`src/rtl/fifo_burst_packer.sv`:
```
// Read-side burst packer: drains an async FIFO in length-tagged bursts with a last flag.
// Optional idle timeout that forces a partial burst: define FIFO_BURST_PACKER_TIMEOUT_EN.
module fifo_burst_packer #(
    parameter int DATA_WIDTH     = 32,
    parameter int CNT_WIDTH      = 11,
    parameter int MAX_BURST      = 16,
    parameter int TIMEOUT_CYCLES = 256
) (
    input  logic                         clk,
    input  logic                         rst_n,
    input  logic                         fifo_rvalid_i,
    input  logic [DATA_WIDTH-1:0]        fifo_rdata_i,
    output logic                         fifo_rready_o,
    input  logic [CNT_WIDTH-1:0]         fifo_cnt_i,
    input  logic                         flush_i,
    output logic                         m_valid_o,
    output logic [DATA_WIDTH-1:0]        m_data_o,
    output logic                         m_last_o,
    output logic [$clog2(MAX_BURST)-1:0] m_len_o,
    input  logic                         m_ready_i,
    output logic                         busy_o
);
    // state | meaning
    // IDLE  | waiting for a full burst, a flush or a timeout; FIFO not popped
    // BURST | popping beats_q more beats into the output register
    localparam int LEN_W  = $clog2(MAX_BURST);
    localparam int BEAT_W = LEN_W + 1;

    typedef enum logic {IDLE, BURST} state_t;

    state_t                  state_q, state_d;
    logic [BEAT_W-1:0]       beats_q, beats_d;
    logic [LEN_W-1:0]        len_q, len_d;
    logic                    ov_q, ov_d;
    logic [DATA_WIDTH-1:0]   od_q, od_d;
    logic                    ol_q, ol_d;
    logic [LEN_W-1:0]        olen_q, olen_d;
    logic                    rready;
    logic                    pop;
    logic                    start_full;
    logic                    start_part;
    logic                    tmo_hit;

    assign start_full = (fifo_cnt_i >= CNT_WIDTH'(MAX_BURST));
    assign start_part = (flush_i || tmo_hit) && (fifo_cnt_i != '0);

`ifdef FIFO_BURST_PACKER_TIMEOUT_EN
    localparam int TMO_W = $clog2(TIMEOUT_CYCLES + 1);
    logic [TMO_W-1:0] tmo_q;

    assign tmo_hit = (state_q == IDLE) && (tmo_q == TMO_W'(TIMEOUT_CYCLES - 1));

    always_ff @(posedge clk or negedge rst_n) begin
        if (!rst_n) begin
            tmo_q <= '0;
        end else if (state_q != IDLE || fifo_cnt_i == '0 || start_full || start_part) begin
            tmo_q <= '0;
        end else if (!tmo_hit) begin
            tmo_q <= tmo_q + TMO_W'(1);
        end
    end
`else
    // Constant false; keeps TIMEOUT_CYCLES referenced in the untimed build.
    assign tmo_hit = (TIMEOUT_CYCLES < 0);
`endif

    always_comb begin
        state_d = state_q;
        beats_d = beats_q;
        len_d   = len_q;
        ov_d    = ov_q && !m_ready_i;
        od_d    = od_q;
        ol_d    = ol_q;
        olen_d  = olen_q;
        rready  = 1'b0;
        pop     = 1'b0;
        case (state_q)
            IDLE: begin
                if (start_full) begin
                    state_d = BURST;
                    beats_d = BEAT_W'(MAX_BURST);
                    len_d   = LEN_W'(MAX_BURST - 1);
                end else if (start_part) begin
                    state_d = BURST;
                    beats_d = BEAT_W'(fifo_cnt_i);
                    len_d   = LEN_W'(fifo_cnt_i - CNT_WIDTH'(1));
                end
            end
            BURST: begin
                rready = !ov_q || m_ready_i;
                pop    = rready && fifo_rvalid_i;
                if (pop) begin
                    ov_d    = 1'b1;
                    od_d    = fifo_rdata_i;
                    ol_d    = (beats_q == BEAT_W'(1));
                    olen_d  = len_q;
                    beats_d = beats_q - BEAT_W'(1);
                    if (beats_q == BEAT_W'(1)) begin
                        state_d = IDLE;
                    end
                end
            end
            default: state_d = IDLE;
        endcase
    end

    always_ff @(posedge clk or negedge rst_n) begin
        if (!rst_n) begin
            state_q <= IDLE;
            beats_q <= '0;
            len_q   <= '0;
            ov_q    <= 1'b0;
            od_q    <= '0;
            ol_q    <= 1'b0;
            olen_q  <= '0;
        end else begin
            state_q <= state_d;
            beats_q <= beats_d;
            len_q   <= len_d;
            ov_q    <= ov_d;
            od_q    <= od_d;
            ol_q    <= ol_d;
            olen_q  <= olen_d;
        end
    end

    assign fifo_rready_o = rready;
    assign m_valid_o     = ov_q;
    assign m_data_o      = od_q;
    assign m_last_o      = ol_q;
    assign m_len_o       = olen_q;
    assign busy_o        = (state_q != IDLE) || ov_q;

endmodule

```
`config.mk`:
```
export PLATFORM = sky130hd
export DESIGN_NAME = fifo_burst_packer
export DESIGN_NICKNAME = d
export VERILOG_FILES = /design/src/rtl/fifo_burst_packer.sv
export SDC_FILE = /design/constraint.sdc
export NUM_CORES = 1
export LEC_CHECK = 0
export ABC_AREA = 1
export BUFFER_PORTS_ARGS = -buffer_cell sky130_fd_sc_hd__buf_2
export CELL_PAD_IN_SITES_DETAIL_PLACEMENT = 0
export CELL_PAD_IN_SITES_GLOBAL_PLACEMENT = 1
export CORE_MARGIN = 2
export CORE_UTILIZATION = 30
export CTS_CLUSTER_SIZE = 30
export DETAILED_ROUTE_END_ITERATION = 16
export GPL_TIMING_DRIVEN = 0
export HOLD_SLACK_MARGIN = 0.06
export PLACE_DENSITY = 0.71
export SLEW_MARGIN = 20
export SYNTH_ARGS = -nofsm -noshare
export SYNTH_HDL_FRONTEND = slang
export SYNTH_SLANG_ARGS = --single-unit
```
`constraint.sdc`:
```
create_clock -name clk -period 1.7 [get_ports clk]
set_input_delay 0.17 -clock clk [delete_from_list [all_inputs] [get_ports clk]]
set_output_delay 0.17 -clock clk [all_outputs]
set_load 0.01 [all_outputs]
```
# After elaboration in Yosys (flattened, before gate mapping)
# Cells that the tools add are included.
[totals] regBits=48 in_bits=48 out_inout_bits=40 elab_cells=40
[op_classes] n_addsub=2 order_cmp=1 n_eq_ne=3 muxes=14 bitwise=1 n_reduce_logical=12
[op_table] op="$mux W5" count=3
[op_table] op="$ge A11 B5 Y1 const B" count=1
[op_table] op="$reduce_bool A11 Y1" count=1
[op_table] op="$pmux W5 S2" count=1
[op_table] op="$mux W4" count=2
[op_table] op="$mux W1" count=7
[op_table] op="$reduce_and A2 Y1" count=3
[op_table] op="$eq A5 B1 Y1 const B" count=1
[op_table] op="$sub A5 B1 Y5 const B" count=1
[op_table] op="$sub A4 B1 Y4 const B" count=1
[op_table] op="$logic_and A1 B1 Y1" count=3
[op_table] op="$ne A3 B3 Y1 const B" count=1
[op_table] op="$logic_not A1 Y1" count=2
[op_table] op="$logic_or A1 B1 Y1" count=2
[op_table] op="$ne A2 B1 Y1 const B" count=1
[op_table] op="$pmux W1 S2" count=1
[op_table] op="$reduce_bool A2 Y1" count=1
[op_table] op="$not A1 Y1" count=1

# Longest topological paths before layout
[logic_depth] ltp_word=5 depth_mapped=9 depth_no_buf=9

# Worst setup path before layout
# No wires, ideal clock.
[synth_timing] path_type="flip-flop to flip-flop" start="register ov_q (netlist: m_valid_o)" end="register olen_q[0] (netlist: m_len_o[0])" setup_ns=0.117 t_arrival_ns=1.142 required_time_ns=1.583 slack_ns=0.441 stages_incl_launch_ff=9 path_buffers=2 synth_period_minus_slack_ns=1.259 cell_sequence="dfrtp_1 -> inv_1 -> or2_4 -> nand2_2 -> nor2_2 -> buf_6 -> buf_4 -> nand2_1 -> nand2_1"
[synth_via] elab_chain_cells=4
[synth_rtl] item="start: declaration" line_no="34" rtl="logic ov_q, ov_d;"
[synth_rtl] item="start signal: assignment" line_no="120" rtl="ov_q <= ov_d;"
[synth_rtl] item="$logic_not A1 Y1" line_no="90" rtl="rready = !ov_q || m_ready_i;"
[synth_rtl] item="$logic_or A1 B1 Y1" line_no="90"
[synth_rtl] item="$logic_and A1 B1 Y1" line_no="91" rtl="pop = rready && fifo_rvalid_i;"
[synth_rtl] item="$reduce_and A2 Y1 (no line)"
[synth_rtl] item="end signal: assignment" line_no="123" rtl="olen_q <= olen_d;"
[synth_rtl] item="end: declaration" line_no="37" rtl="logic [LEN_W-1:0] olen_q, olen_d;"
# No other way between the ends.
# A chain may end at the register's enable or synchronous reset.

# Worst setup path after layout
[layout_timing] start="register ov_q (netlist: m_valid_o)" end="output fifo_rready_o"
[layout_via] elab_chain_cells=3
[layout_rtl] item="$logic_not A1 Y1" line_no="90"
[layout_rtl] item="$logic_or A1 B1 Y1" line_no="90"
[layout_rtl] item="$mux W1" line_no="77" rtl="case (state_q)"
[layout_rtl] item="end: declaration" line_no="13" rtl="output logic fifo_rready_o,"
# No other way between the ends.

==> results.yml <==
sta:
  finalMaxSlewViolations: 0
  period_needed_ps: 1320
  finalHoldViolations: 0
  tightest_slew_ps: 200
  fmaxAchievable_mhz: 756
  rsz0062_at_grt: "false"
  setup_violations: 0
  setup_tns_ps: 0
  final.setup_skew_ps: 7.12
  fin_crit_sh_pct: 77.8
  maxSlewHeadroom_pct: 86.7
power:
  power_density_nw_per_um2: 1210
  ir_drop_mv: 0.501
  power.leakage_nw: 1.75
finish:
  area_delta_synth_final_pct: 38.9
  fill_cells: 781
  antenna_cells: 0
  drive_gt1_share_pct: 30.0
  nets: 431
  fin_area_um2: 3030
die:
  core-area_um2: 7140
  pin_count: 88
  fp.dieArea_um2: 7970
  die_y_um: 89.3
  rows: 31
  initial_core_util_pct: 30.6
  fp.dieW_um: 89.3
route:
  avgViaCountPerCell: 4.08
  drt_pass1_iterations: 4
  wl_per_cell_um: 10.6
  wl_mm: 5.07
  drc: 0
  ant_nets: 0
  drtIter0Drc: 50
  dr_total_vias: 1955
cts:
  cts_buffer_depth: 2
  tritoncts: "done"
  htreeDepth: 2
  cts_made_buffers: 5
  clock_sinks: 48
  clkTransAtPathRegs_ps: 90
  postCtsSetupRepairBufs: 0
  cts_root_buf: "clkbuf_8"
  clk_latency_ps: 300
grt:
  grt_pass1_vias: 1741
  grt_antenna_before_repair: 0
  grt_usage_pct: 12.7
  gr-total-overflow: 0
  grt_pass1_wl_mm: 7.85
  grt_max_degree: 29
logic_synthesis:
  ys_seq_area_share_pct: 55.0
  synth_top_area_share_pct: 55.0
  synth.ff_latch_count: 48
  ys_top_cells_by_area: "dfrtp_1, nand2_1, nand3_1"
  syn_nets: 323
  ys_warn_count: 0
  synth_area_um2: 2180
  synth_top_cell_by_area: "dfrtp_1"
  synth_area_per_cell_um2: 8.05
  ys_types: 21
  syn_inst: 271
placement:
  hpwl_mm: 3.79
  gp_congestion: 0.771
  placement.io_buffers: 87
  placed_cell_area_um2: 2790
worst_hold_path:
  hp-class: "input port to register"
setup_path:
  r2r_start: "beats_q[0]$_DFFE_PN0P_"
  r2r_slack_ps: 400
  start_kind: "register"
  crit_required_ps: 1530
  worstPathMaxFanout: 3
  r2r_cells: 6
  r2r_end: "beats_q[1]$_DFFE_PN0P_"
  critical_path_arrival_ps: 1150
  crit_path_end: "fifo_rready_o"
  crit_type: "register to primary output"
  crit_start: "m_valid_o$_DFF_PN0_"
  worstSetupEndpointType: "primary output"
status:
  outcome: "complete, no violations"
flow_run:
  max-cap-violations: 0
-- cells in the mapped netlist --
cell type / instances
nand4_1: 1
or2_2: 1
dfrtp_1: 48
inv_2: 1
o21ai_0: 5
nand2_1: 152
inv_4: 1
nor2_4: 1
inv_1: 15
xnor2_1: 1
and2_1: 1
nor3_1: 1
ha_1: 4
nand2_2: 2
nand3_1: 13
buf_4: 3
or2_4: 1
buf_6: 5
nor2_2: 1
nor2_1: 13
buf_2: 1
-- layout make-up --
cell class	count	area (um^2)	area share [%]
Clock inverter	2	38.8	1.28
Inverter	17	66.3	2.19
Multi-Input combinational cell	197	831	27.4
Clock buffer	6	82.6	2.73
Tap cell	99	124	4.09
Buffer	9	83.8	2.77
Sequential cell	48	1200	39.6
Timing Repair Buffer	101	603	19.9
-- timing repair --
action,in CTS,in global routing
resized for setup,0,0
hold buffers,12,0
hold endpoints to repair,43,0
-- cell families (layout without fill, tap and decap cells) --
logic type	Yosys count	in the layout	synth area share [%]
AOI/OAI and AO/OA	5	5	1.15
xor gates and xnor gates	1	1	0.401
adders and majority gates	4	4	2.29
buffers and inverters	26	135	6.88
DFF	48	48	55.0
and+or+nand+nor	187	187	34.2
-- layer usage --
metal  global-route usage [%]  share of wire (%)
met3                     2.86                6.1
met4                     4.07                1.3
met1                     16.5                 48
met2                     21.1                 45
met5                        0                  0
-- layout by cell type (no fill, tap or decap), types with 2 or more instances in the layout --
cell type,count
buf_6,5
o21ai_0,5
ha_1,4
dlygate4sd3_1,12
clkbuf_8,6
nand2_1,152
buf_2,88
buf_4,3
nand2_2,2
dfrtp_1,48
nand3_1,13
inv_1,15
nor2_1,13
-- sequential cells by signal (all words and copies together) (netlist names) --
signal     flops
m_valid_o      1
m_data_o      32
state_q        1
m_len_o        4
m_last_o       1
len_q          4
beats_q        5
-- where the power goes --
group	switching, mW	leakage (nW)	internal (mW)
Clock	0.376	0.0614	0.481
Combinational	0.656	1.10	0.519
Sequential	0.185	0.589	1.46
-- worst min path at each step --
stage | startpoint | end | slack, ps | depth (start not counted)
final | fifo_rdata_i[19] | m_data_o[19]$_DFFE_PN0P_ | 70 | 3
after detailed placement | rst_n | m_data_o[28]$_DFFE_PN0P_ | 10 | 1
after global routing | fifo_rdata_i[1] | m_data_o[1]$_DFFE_PN0P_ | 60 | 3
after global placement | fifo_rdata_i[27] | m_data_o[27]$_DFFE_PN0P_ | 370 | 3
after floorplan | rst_n | beats_q[0]$_DFFE_PN0P_ | -130 | 0
after CTS | fifo_rdata_i[2] | m_data_o[2]$_DFFE_PN0P_ | 60 | 3
-- through the flow --
step / setup slack (ps) / hold WS, ps / total power, mW / utilization, % / cells
6_report: 377 / 70.8 / 3.67 / 42.5 / 479
5_1_grt: 264 / 63.7 / 3.98 / 42.5 / 479
4_1_cts: 356 / 61.0 / 3.74 / 42.5 / 479
3_5_place_dp: 388 / 12.3 / 2.84 / 39.1 / 459
3_3_place_gp: 385 / 371 / 2.80 / 38.4 / 457
2_1_floorplan: 441 / -126 / 2.37 / - / 271
-- critical path: stages, from the launching register on --
cell,delay (ps)
dfrtp_1,350
inv_1,50
or2_4,240
inv_1,50
nor2_1,30
buf_2,140
(Power assumes the default switching activity.)
